$ cat src/rtl/work_transmit_pkg.sv
// Shared constants and types for the workdata frame transmitter.
//   WORK_FRAME_BYTES       bytes per workdata frame ({midstate, data2})
//   UART_DATA_BITS         data bits per UART character (8N1)
//   DEFAULT_CLOCKS_PER_BIT clk cycles per bit, shared with the serial receive/transmit blocks
package work_transmit_pkg;

  localparam int WORK_FRAME_BYTES       = 64;
  localparam int UART_DATA_BITS         = 8;
  localparam int DEFAULT_CLOCKS_PER_BIT = 434;
  localparam int FRAME_BITS             = WORK_FRAME_BYTES * UART_DATA_BITS;
  localparam int BYTE_CNT_W             = $clog2(WORK_FRAME_BYTES);

  typedef enum logic [2:0] {
    ST_IDLE,
    ST_START,
    ST_DATA,
    ST_STOP,
    ST_GAP
  } tx_state_t;

endpackage

$ cat src/rtl/work_transmit_uart_tx_byte.sv
// Single-character 8N1 UART transmitter with optional idle gap after the stop bit.
//   clk        system clock
//   reset      asynchronous, active-high
//   start      load data and begin a character; honoured in IDLE or on the
//              final cycle of a character (byte_done=1), giving back-to-back output
//   data       character to send, LSB first
//   TxD        registered serial line, idle high
//   busy       a character (including gap) is in progress
//   byte_done  high on the last cycle of the stop bit / gap
//
// state    | meaning
// ---------+---------------------------------------------
// ST_IDLE  | line idle high, waiting for start
// ST_START | start bit (low), one bit-time
// ST_DATA  | data bits 0..7, one bit-time each
// ST_STOP  | stop bit (high), one bit-time
// ST_GAP   | extra idle bit-times after stop (GAP_BITS>0)
module work_transmit_uart_tx_byte
  import work_transmit_pkg::*;
#(
  parameter int CLOCKS_PER_BIT = DEFAULT_CLOCKS_PER_BIT,
  parameter int GAP_BITS       = 0
) (
  input  logic                      clk,
  input  logic                      reset,
  input  logic                      start,
  input  logic [UART_DATA_BITS-1:0] data,
  output logic                      TxD,
  output logic                      busy,
  output logic                      byte_done
);

  localparam int BW = $clog2(CLOCKS_PER_BIT);
  localparam int GW = (GAP_BITS > 1) ? $clog2(GAP_BITS) : 1;
  localparam logic [BW-1:0] BAUD_LAST = BW'(CLOCKS_PER_BIT - 1);
  localparam logic [GW-1:0] GAP_LAST  = GW'((GAP_BITS > 0) ? GAP_BITS - 1 : 0);
  localparam logic [2:0]    BIT_LAST  = 3'(UART_DATA_BITS - 1);

  tx_state_t                 state_q, state_d;
  logic [BW-1:0]             baud_q, baud_d;
  logic [2:0]                bit_q, bit_d;
  logic [GW-1:0]             gap_q, gap_d;
  logic [UART_DATA_BITS-1:0] data_q, data_d;
  logic                      txd_q, txd_d;
  logic                      baud_tick;

  assign baud_tick = (baud_q == BAUD_LAST);

  // Kept out of the next-state block: start depends on byte_done in the parent.
  assign byte_done = baud_tick &&
                     (((state_q == ST_STOP) && (GAP_BITS == 0)) ||
                      ((state_q == ST_GAP) && (gap_q == GAP_LAST)));

  assign TxD  = txd_q;
  assign busy = (state_q != ST_IDLE);

  always_ff @(posedge clk or posedge reset) begin
    if (reset) begin
      state_q <= ST_IDLE;
      baud_q  <= '0;
      bit_q   <= '0;
      gap_q   <= '0;
      data_q  <= '0;
      txd_q   <= 1'b1;
    end else begin
      state_q <= state_d;
      baud_q  <= baud_d;
      bit_q   <= bit_d;
      gap_q   <= gap_d;
      data_q  <= data_d;
      txd_q   <= txd_d;
    end
  end

  always_comb begin
    state_d = state_q;
    baud_d  = baud_q;
    bit_d   = bit_q;
    gap_d   = gap_q;
    data_d  = data_q;
    txd_d   = txd_q;

    // Baud counter free-runs through a character so bit edges never drift.
    if (state_q != ST_IDLE) begin
      baud_d = baud_tick ? '0 : baud_q + 1'b1;
    end

    case (state_q)
      ST_IDLE: begin
        if (start) begin
          state_d = ST_START;
          txd_d   = 1'b0;
          data_d  = data;
          baud_d  = '0;
        end
      end
      ST_START: begin
        if (baud_tick) begin
          state_d = ST_DATA;
          bit_d   = '0;
          txd_d   = data_q[0];
        end
      end
      ST_DATA: begin
        if (baud_tick) begin
          if (bit_q == BIT_LAST) begin
            state_d = ST_STOP;
            txd_d   = 1'b1;
          end else begin
            bit_d  = bit_q + 3'd1;
            data_d = data_q >> 1;
            txd_d  = data_q[1];
          end
        end
      end
      ST_STOP: begin
        if (baud_tick && (GAP_BITS > 0)) begin
          state_d = ST_GAP;
          gap_d   = '0;
        end
      end
      ST_GAP: begin
        if (baud_tick && (gap_q != GAP_LAST)) begin
          gap_d = gap_q + 1'b1;
        end
      end
      default: begin
        state_d = ST_IDLE;
        txd_d   = 1'b1;
      end
    endcase

    if (byte_done) begin
      if (start) begin
        state_d = ST_START;
        txd_d   = 1'b0;
        data_d  = data;
      end else begin
        state_d = ST_IDLE;
        txd_d   = 1'b1;
      end
    end
  end

endmodule

$ cat src/rtl/work_transmit.sv
// Hub-side transmitter for the 512-bit workdata frame {midstate, data2}.
// Captures the frame on an accepted send and emits it as 64 UART bytes,
// most significant byte first, each byte LSB first.
//   clk       system clock
//   reset     asynchronous, active-high
//   send      request, honoured only while busy=0
//   midstate  work midstate, captured on accept
//   data2     work data2, captured on accept
//   TxD       serial line, idle high
//   busy      high from the cycle after accept until the frame ends
//   done      one-cycle pulse after the last stop bit / gap
module work_transmit
  import work_transmit_pkg::*;
#(
  parameter int CLOCKS_PER_BIT = DEFAULT_CLOCKS_PER_BIT,
  parameter int GAP_BITS       = 0
) (
  input  logic         clk,
  input  logic         reset,
  input  logic         send,
  input  logic [255:0] midstate,
  input  logic [255:0] data2,
  output logic         TxD,
  output logic         busy,
  output logic         done
);

  localparam logic [BYTE_CNT_W-1:0] LAST_BYTE = BYTE_CNT_W'(WORK_FRAME_BYTES - 1);

  logic [FRAME_BITS-1:0]     frame_q;
  logic [BYTE_CNT_W-1:0]     byte_cnt_q;
  logic                      busy_q;
  logic                      done_q;
  logic                      accept;
  logic                      byte_start;
  logic                      tx_busy;
  logic                      tx_byte_done;
  logic [UART_DATA_BITS-1:0] tx_data;

  assign accept     = send && !busy_q && !tx_busy;
  assign byte_start = accept || (tx_byte_done && (byte_cnt_q != LAST_BYTE));

  // Byte 0 comes straight off the inputs on the accept edge; later bytes are
  // the one just below the top of the register, which shifts on the same edge.
  assign tx_data = accept ? midstate[255:248]
                          : frame_q[FRAME_BITS-UART_DATA_BITS-1 -: UART_DATA_BITS];

  work_transmit_uart_tx_byte #(
    .CLOCKS_PER_BIT (CLOCKS_PER_BIT),
    .GAP_BITS       (GAP_BITS)
  ) u_tx_byte (
    .clk       (clk),
    .reset     (reset),
    .start     (byte_start),
    .data      (tx_data),
    .TxD       (TxD),
    .busy      (tx_busy),
    .byte_done (tx_byte_done)
  );

  always_ff @(posedge clk or posedge reset) begin
    if (reset) begin
      frame_q    <= '0;
      byte_cnt_q <= '0;
      busy_q     <= 1'b0;
      done_q     <= 1'b0;
    end else begin
      done_q <= 1'b0;
      if (accept) begin
        frame_q    <= {midstate, data2};
        byte_cnt_q <= '0;
        busy_q     <= 1'b1;
      end else if (tx_byte_done) begin
        frame_q    <= frame_q << UART_DATA_BITS;
        byte_cnt_q <= byte_cnt_q + 1'b1;
        if (byte_cnt_q == LAST_BYTE) begin
          busy_q <= 1'b0;
          done_q <= 1'b1;
        end
      end
    end
  end

  assign busy = busy_q;
  assign done = done_q;

endmodule

$ cat config.mk
export PLATFORM = sky130hd
export DESIGN_NAME = work_transmit
export DESIGN_NICKNAME = d
export VERILOG_FILES = /design/src/rtl/work_transmit_pkg.sv /design/src/rtl/work_transmit_uart_tx_byte.sv /design/src/rtl/work_transmit.sv
export SDC_FILE = /design/constraint.sdc
export NUM_CORES = 2
export LEC_CHECK = 0
export ABC_AREA = 0
export CORE_ASPECT_RATIO = 2
export CORE_UTILIZATION = 49
export CTS_CLUSTER_DIAMETER = 200
export CTS_CLUSTER_SIZE = 28
export DETAILED_ROUTE_END_ITERATION = 10
export PLACE_DENSITY = 0.77
export SLEW_MARGIN = 20
export SYNTH_ARGS = -nofsm -noshare
export SYNTH_HDL_FRONTEND = slang
export SYNTH_SLANG_ARGS = --single-unit
$ cat constraint.sdc
create_clock -name clk -period 36.1 [get_ports clk]
set_input_delay 5.415 -clock clk [delete_from_list [all_inputs] [get_ports clk]]
set_output_delay 5.415 -clock clk [all_outputs]
set_load 0.03 [all_outputs]
* Word-level counts from Yosys, hierarchy flattened *
Index checks and enable logic that the tools add are counted.

operators by class
  reduce and logical (&&, ||, !) cells = 21
  eq/ne operators = 16
  mux-type cells = 39
  bitwise logic cells = 1
  add/sub/neg operators = 4

operators by type and width
  cell                                                                      count
  504-bit 2-to-1 mux                                                        2
  8-bit 2-to-1 mux                                                          6
  9-bit 2-to-1 mux                                                          4
  3-bit 2-to-1 mux                                                          8
  8-bit one-hot mux with 2 select lines                                     1
  1-bit 2-to-1 mux                                                          13
  6-bit 2-to-1 mux                                                          2
  3-bit one-hot mux with 4 select lines                                     1
  9-bit by 1-bit adder with 9-bit output (second input constant)            1
  9-bit == test (second input constant)                                     1
  3-bit by 2-bit inequality test with 1-bit output (second input constant)  3
  4-bit AND reduction                                                       2
  6-bit by 1-bit adder with 6-bit output (second input constant)            1
  3-bit by 2-bit == test with 1-bit output (second input constant)          2
  3-bit == test (second input constant)                                     2
  6-bit == test (second input constant)                                     1
  1-bit logical AND                                                         6
  2-bit by 1-bit inequality test with 1-bit output (second input constant)  3
  6-bit inequality test (second input constant)                             1
  3-bit one-hot mux with 2 select lines                                     1
  2-bit nonzero test                                                        3
  5-bit AND reduction                                                       1
  1-bit one-hot mux with 4 select lines                                     1
  2-bit AND reduction                                                       2
  11 further kinds                                                          13

word-level totals
  input port bits = 515
  bits in registers = 537
  output and inout port bits = 3

* Depth between registers and ports, before layout *
  depth in word-level cells = 10
  mapped depth = 9
  depth with buffers taken out = 6

* Modules after synthesis *
A second synthesis with hierarchy kept.

unflattened totals
  cells, all modules = 2414
  area total of the unflattened synthesis = 24963.9 um2

modules (own cells, without submodules)
  module                      sequential area each (um2)  times used  area each (um2)  cells an instance
  work_transmit               12812.3                     1           23433.7          2248
  work_transmit_uart_tx_byte  576.8                       1           1530.2           166

* Worst setup path after synthesis *
Ideal clock, no wire load.

  kind = input to register
  from = input send
  to = register frame_q[100]
  data required time = 36018 ps
  setup slack = 29392 ps
  setup time = 82 ps
  data arrival time = 6627 ps
  stages = 7
  cells stage by stage = nor2b_1 -> clkbuf_1 -> nand2_1 -> clkbuf_1 -> clkbuf_1 -> nor2_1 -> a31oi_1

between the ends
  cells in the longest elaborated chain, start to end = 3
  elaborated cells between the ends (all ways) = 4

RTL lines
  item                                                             RTL line             source
  start: declaration                                               work_transmit.sv:20  input logic send,
  1-bit logical AND (*) (2 in a row)                               work_transmit.sv:40  assign accept = send && !busy_q && !tx_busy;
  504-bit 2-to-1 mux / 2-bit nonzero test (equally long branches)  --
  end signal: assignment                                           work_transmit.sv:70  frame_q <= {midstate, data2};
  end signal: assignment                                           work_transmit.sv:74  frame_q <= frame_q << UART_DATA_BITS;
  end: declaration                                                 work_transmit.sv:30  logic [FRAME_BITS-1:0] frame_q;

Every way passes the cells marked *; elsewhere a longest branch is shown, timed or not.
A chain may end at the register's enable or synchronous reset.

* Final worst setup path *
  from = input send
  to = register frame_q[313]

Same word-level chain as after synthesis.

==> run metrics <==
GRT Residual Overflow=0; leak pwr=between 10 and 15 nW; Yosys top cell area share=0.5499; Async S/R FF share, synth=1.000; DR vias/cell=around 5.6; post-synth cell types=just under 50; synthesized instance count=between 2,000 and 3,000; WS Path Type=input pin to flop; pre-CTS setup slack=around 25,000 ps; share of cells above drive strength 1=0.01900; first-pass GRT wire length=roughly 110,000 µm; Post-Synth Adder-Cell Area=0.006179; Warnings, synthesis=0; max-slew violations=0; Initial DRC Count=around 2,200; multiplexer share of the synthesized area=0.002266; fmax=between 90 and 100 MHz; Worst Tran Pin Value=between 1000 and 1500 ps; vias in the first global route=21,140; cts bufs inserted=23; final net count=roughly 3,800; Die H=about 320 µm; outcome=finished, final reports clean; Crit Reg-Reg Startpoint=u_tx_byte.state_q[0]; hold path depth=2; Synth area leaders=dfrtp_1, nand2_1, a31oi_1; synthesized area per cell=between 8 and 9 µm²; DIE AREA=roughly 51,000 µm²; clk_skew=35.55 ps; RSZ-0062 raised after global routing=no; total global-route track usage=0.2789; GPL Wtd Cong=about 0.87; Final WS setup=approximately 26,000 ps; Routed WL per cell=roughly 19 µm; Setup Buffers After CTS=0; xor/xnor share of the synthesized area=0.003244; Worst Path Arrival=between 10,000 and 15,000 ps; final setup fails=0; clock latency on the worst-skew pair=between 500 and 600 ps; Synth area leader=dfrtp_1; 1st-pass router iterations=6; largest family of logic cells by synthesized area=simple AND/OR/NAND/NOR gates; Reg clk slew, reported paths=roughly 110 ps; final WL=between 70,000 and 80,000 µm; Root Driver=clkbuf_16; post-synthesis compound-gate area fraction=0.1418; most frequent cell after synthesis=nand2_1; Synth Register Bits=between 500 and 600; starting density of the core=0.4952; slew margin rel.=0.2569; Reg-to-Reg End=frame_q[313]; I/O Buffers=a little over 500; Max Cap Viol=0; Post-synth EDFFs=0; I/O pins=a little over 500; CTS tree=yes; TNS Setup=0 ps; post-route ant nets=0; Cell Rows=115; DIE WIDTH=159.5 µm; CP Launch Type=input pin; syn nets=between 3,000 and 4,000; Synth top cells by count=nand2_1, dfrtp_1, nor2_1; Max IR drop VDD=roughly 0.000038 V; post-synthesis sequential area ratio=0.5510; FF-to-FF path depth=9; pin count of the biggest net entering global routing=240; number of antenna violations at the first check in global routing=26; number of remaining DRC errors=0; Syn-to-layout area delta=24.38%; core area=between 40,000 and 50,000 µm²; clk buf depth=3; Hold Vio Cnt, Final=0; WHS Endpoint=frame_q[2]; clk sinks=~540; pwr/cell area=60.23 nW/µm²; cts repair resizes=0; via count=between 20,000 and 25,000; post-route clock period utilization=0.2771; minimum clock period=10,000 ps; Worst Setup End Kind=flop; Top FF cell, synth=dfrtp_1; Reg2Reg Setup Slack=30,540 ps; synthesized area=about 24,000 µm²; hold buffers post-CTS=0; Hold Startpoint=frame_q[2]; H-tree depth=1; post-detail-place hpwl=49,780 µm; Max Fanout on Critical Path=between 100 and 150; Critical Path RT=36,590 ps; Simple-Gate Fraction of Synth Area=0.2530; Hold Path Class=flop to flop
worst max-delay path, cell delays in order:
cell and delay [ps]:
clkdlybuf4s50_1 410, nor2b_1 230, nand2_4 620, buf_4 910, buf_4 890, buf_4 770, buf_6 720, nor2_1 100
a31oi_1 180
flip-flops by register name (all words and copies together), names as in the netlist, 2 cells and up:
name,cells
u_tx_byte.state_q,2
byte_cnt_q,6
u_tx_byte.baud_q,9
frame_q,504
u_tx_byte.bit_q,3
u_tx_byte.data_q,8
cell families after synthesis:
family | count (synthesis)
fa+ha+maj | 12
simple gates | 1583
xor+xnor | 9
compound gates | 539
buf+inv | 238
flops | 535
mux | 5
power breakdown:
part | internal (W) | switching (W) | total, W
logic | 0.000249 | 0.000222 | 0.000471
clock network | 0.000120 | 0.000191 | 0.000311
registers | 0.000870 | 0.000169 | 0.00104
total | 0.00124 | 0.000581 | 0.00182
through the flow:
| step | hold slack (ps) | instances | util | area [µm²] | total power [W] |
|---|---|---|---|---|---|
| 6_report | 521.1 | 3927 | 0.6160 | 30220 | 0.001820 |
| 3_5_place_dp | 493.0 | 3873 | 0.6012 | 29500 | 0.001515 |
| 2_1_floorplan | 466.4 | 2921 | - | 24300 | 0.001338 |
| 4_1_cts | 522.5 | 3905 | 0.6142 | 30140 | 0.001831 |
| 3_3_place_gp | 484.1 | 3873 | 0.6012 | 29500 | 0.001480 |
| 5_1_grt | 548.6 | 3926 | 0.6159 | 30220 | 0.001942 |
metal layers:
metal  GRT usage  part of all wire  vias to the layer above
met5           0           0.00087                        -
met4      0.1604             0.052                       10
met3     0.05269             0.065                      161
li1            -                 -                    10400
met2      0.4638              0.50                      818
met1      0.3405              0.38                    10520
cell type report:
cell class | count | area (µm²)
Fill cell | 4270 | 18840
Clock inverter | 1 | 30.03
Sequential cell | 535 | 13390
Multi-Input combinational cell | 2148 | 9903
Antenna cell | 21 | 52.55
Clock buffer | 31 | 605.6
Inverter | 8 | 37.54
Timing Repair Buffer | 540 | 5400
Tap cell | 643 | 804.5
how the worst max path moves through the flow:
stage               cells past startpoint            to   from
floorplan                               1          busy  reset
global placement                        8  frame_q[306]   send
detailed placement                      8  frame_q[280]   send
CTS                                     8  frame_q[280]   send
global route                            9  frame_q[280]   send
finish                                  9  frame_q[313]   send
layout by cell type (no fill, tap or decap), types with 4 or more instances in the layout:
cell	instances
inv_1	7
clkdlybuf4s50_1	517
nor2_1	502
clkbuf_16	23
ha_1	12
dfrtp_1	534
nand3_1	14
xnor2_1	6
and2_1	7
diode_2	21
a31oi_1	497
nor2b_1	5
a21oi_1	5
nor3_1	10
clkbuf_1	8
and3b_1	6
a221o_1	14
buf_6	4
buf_4	16
nand2_1	1015
o21ai_0	7
(Power assumes the default switching activity.)
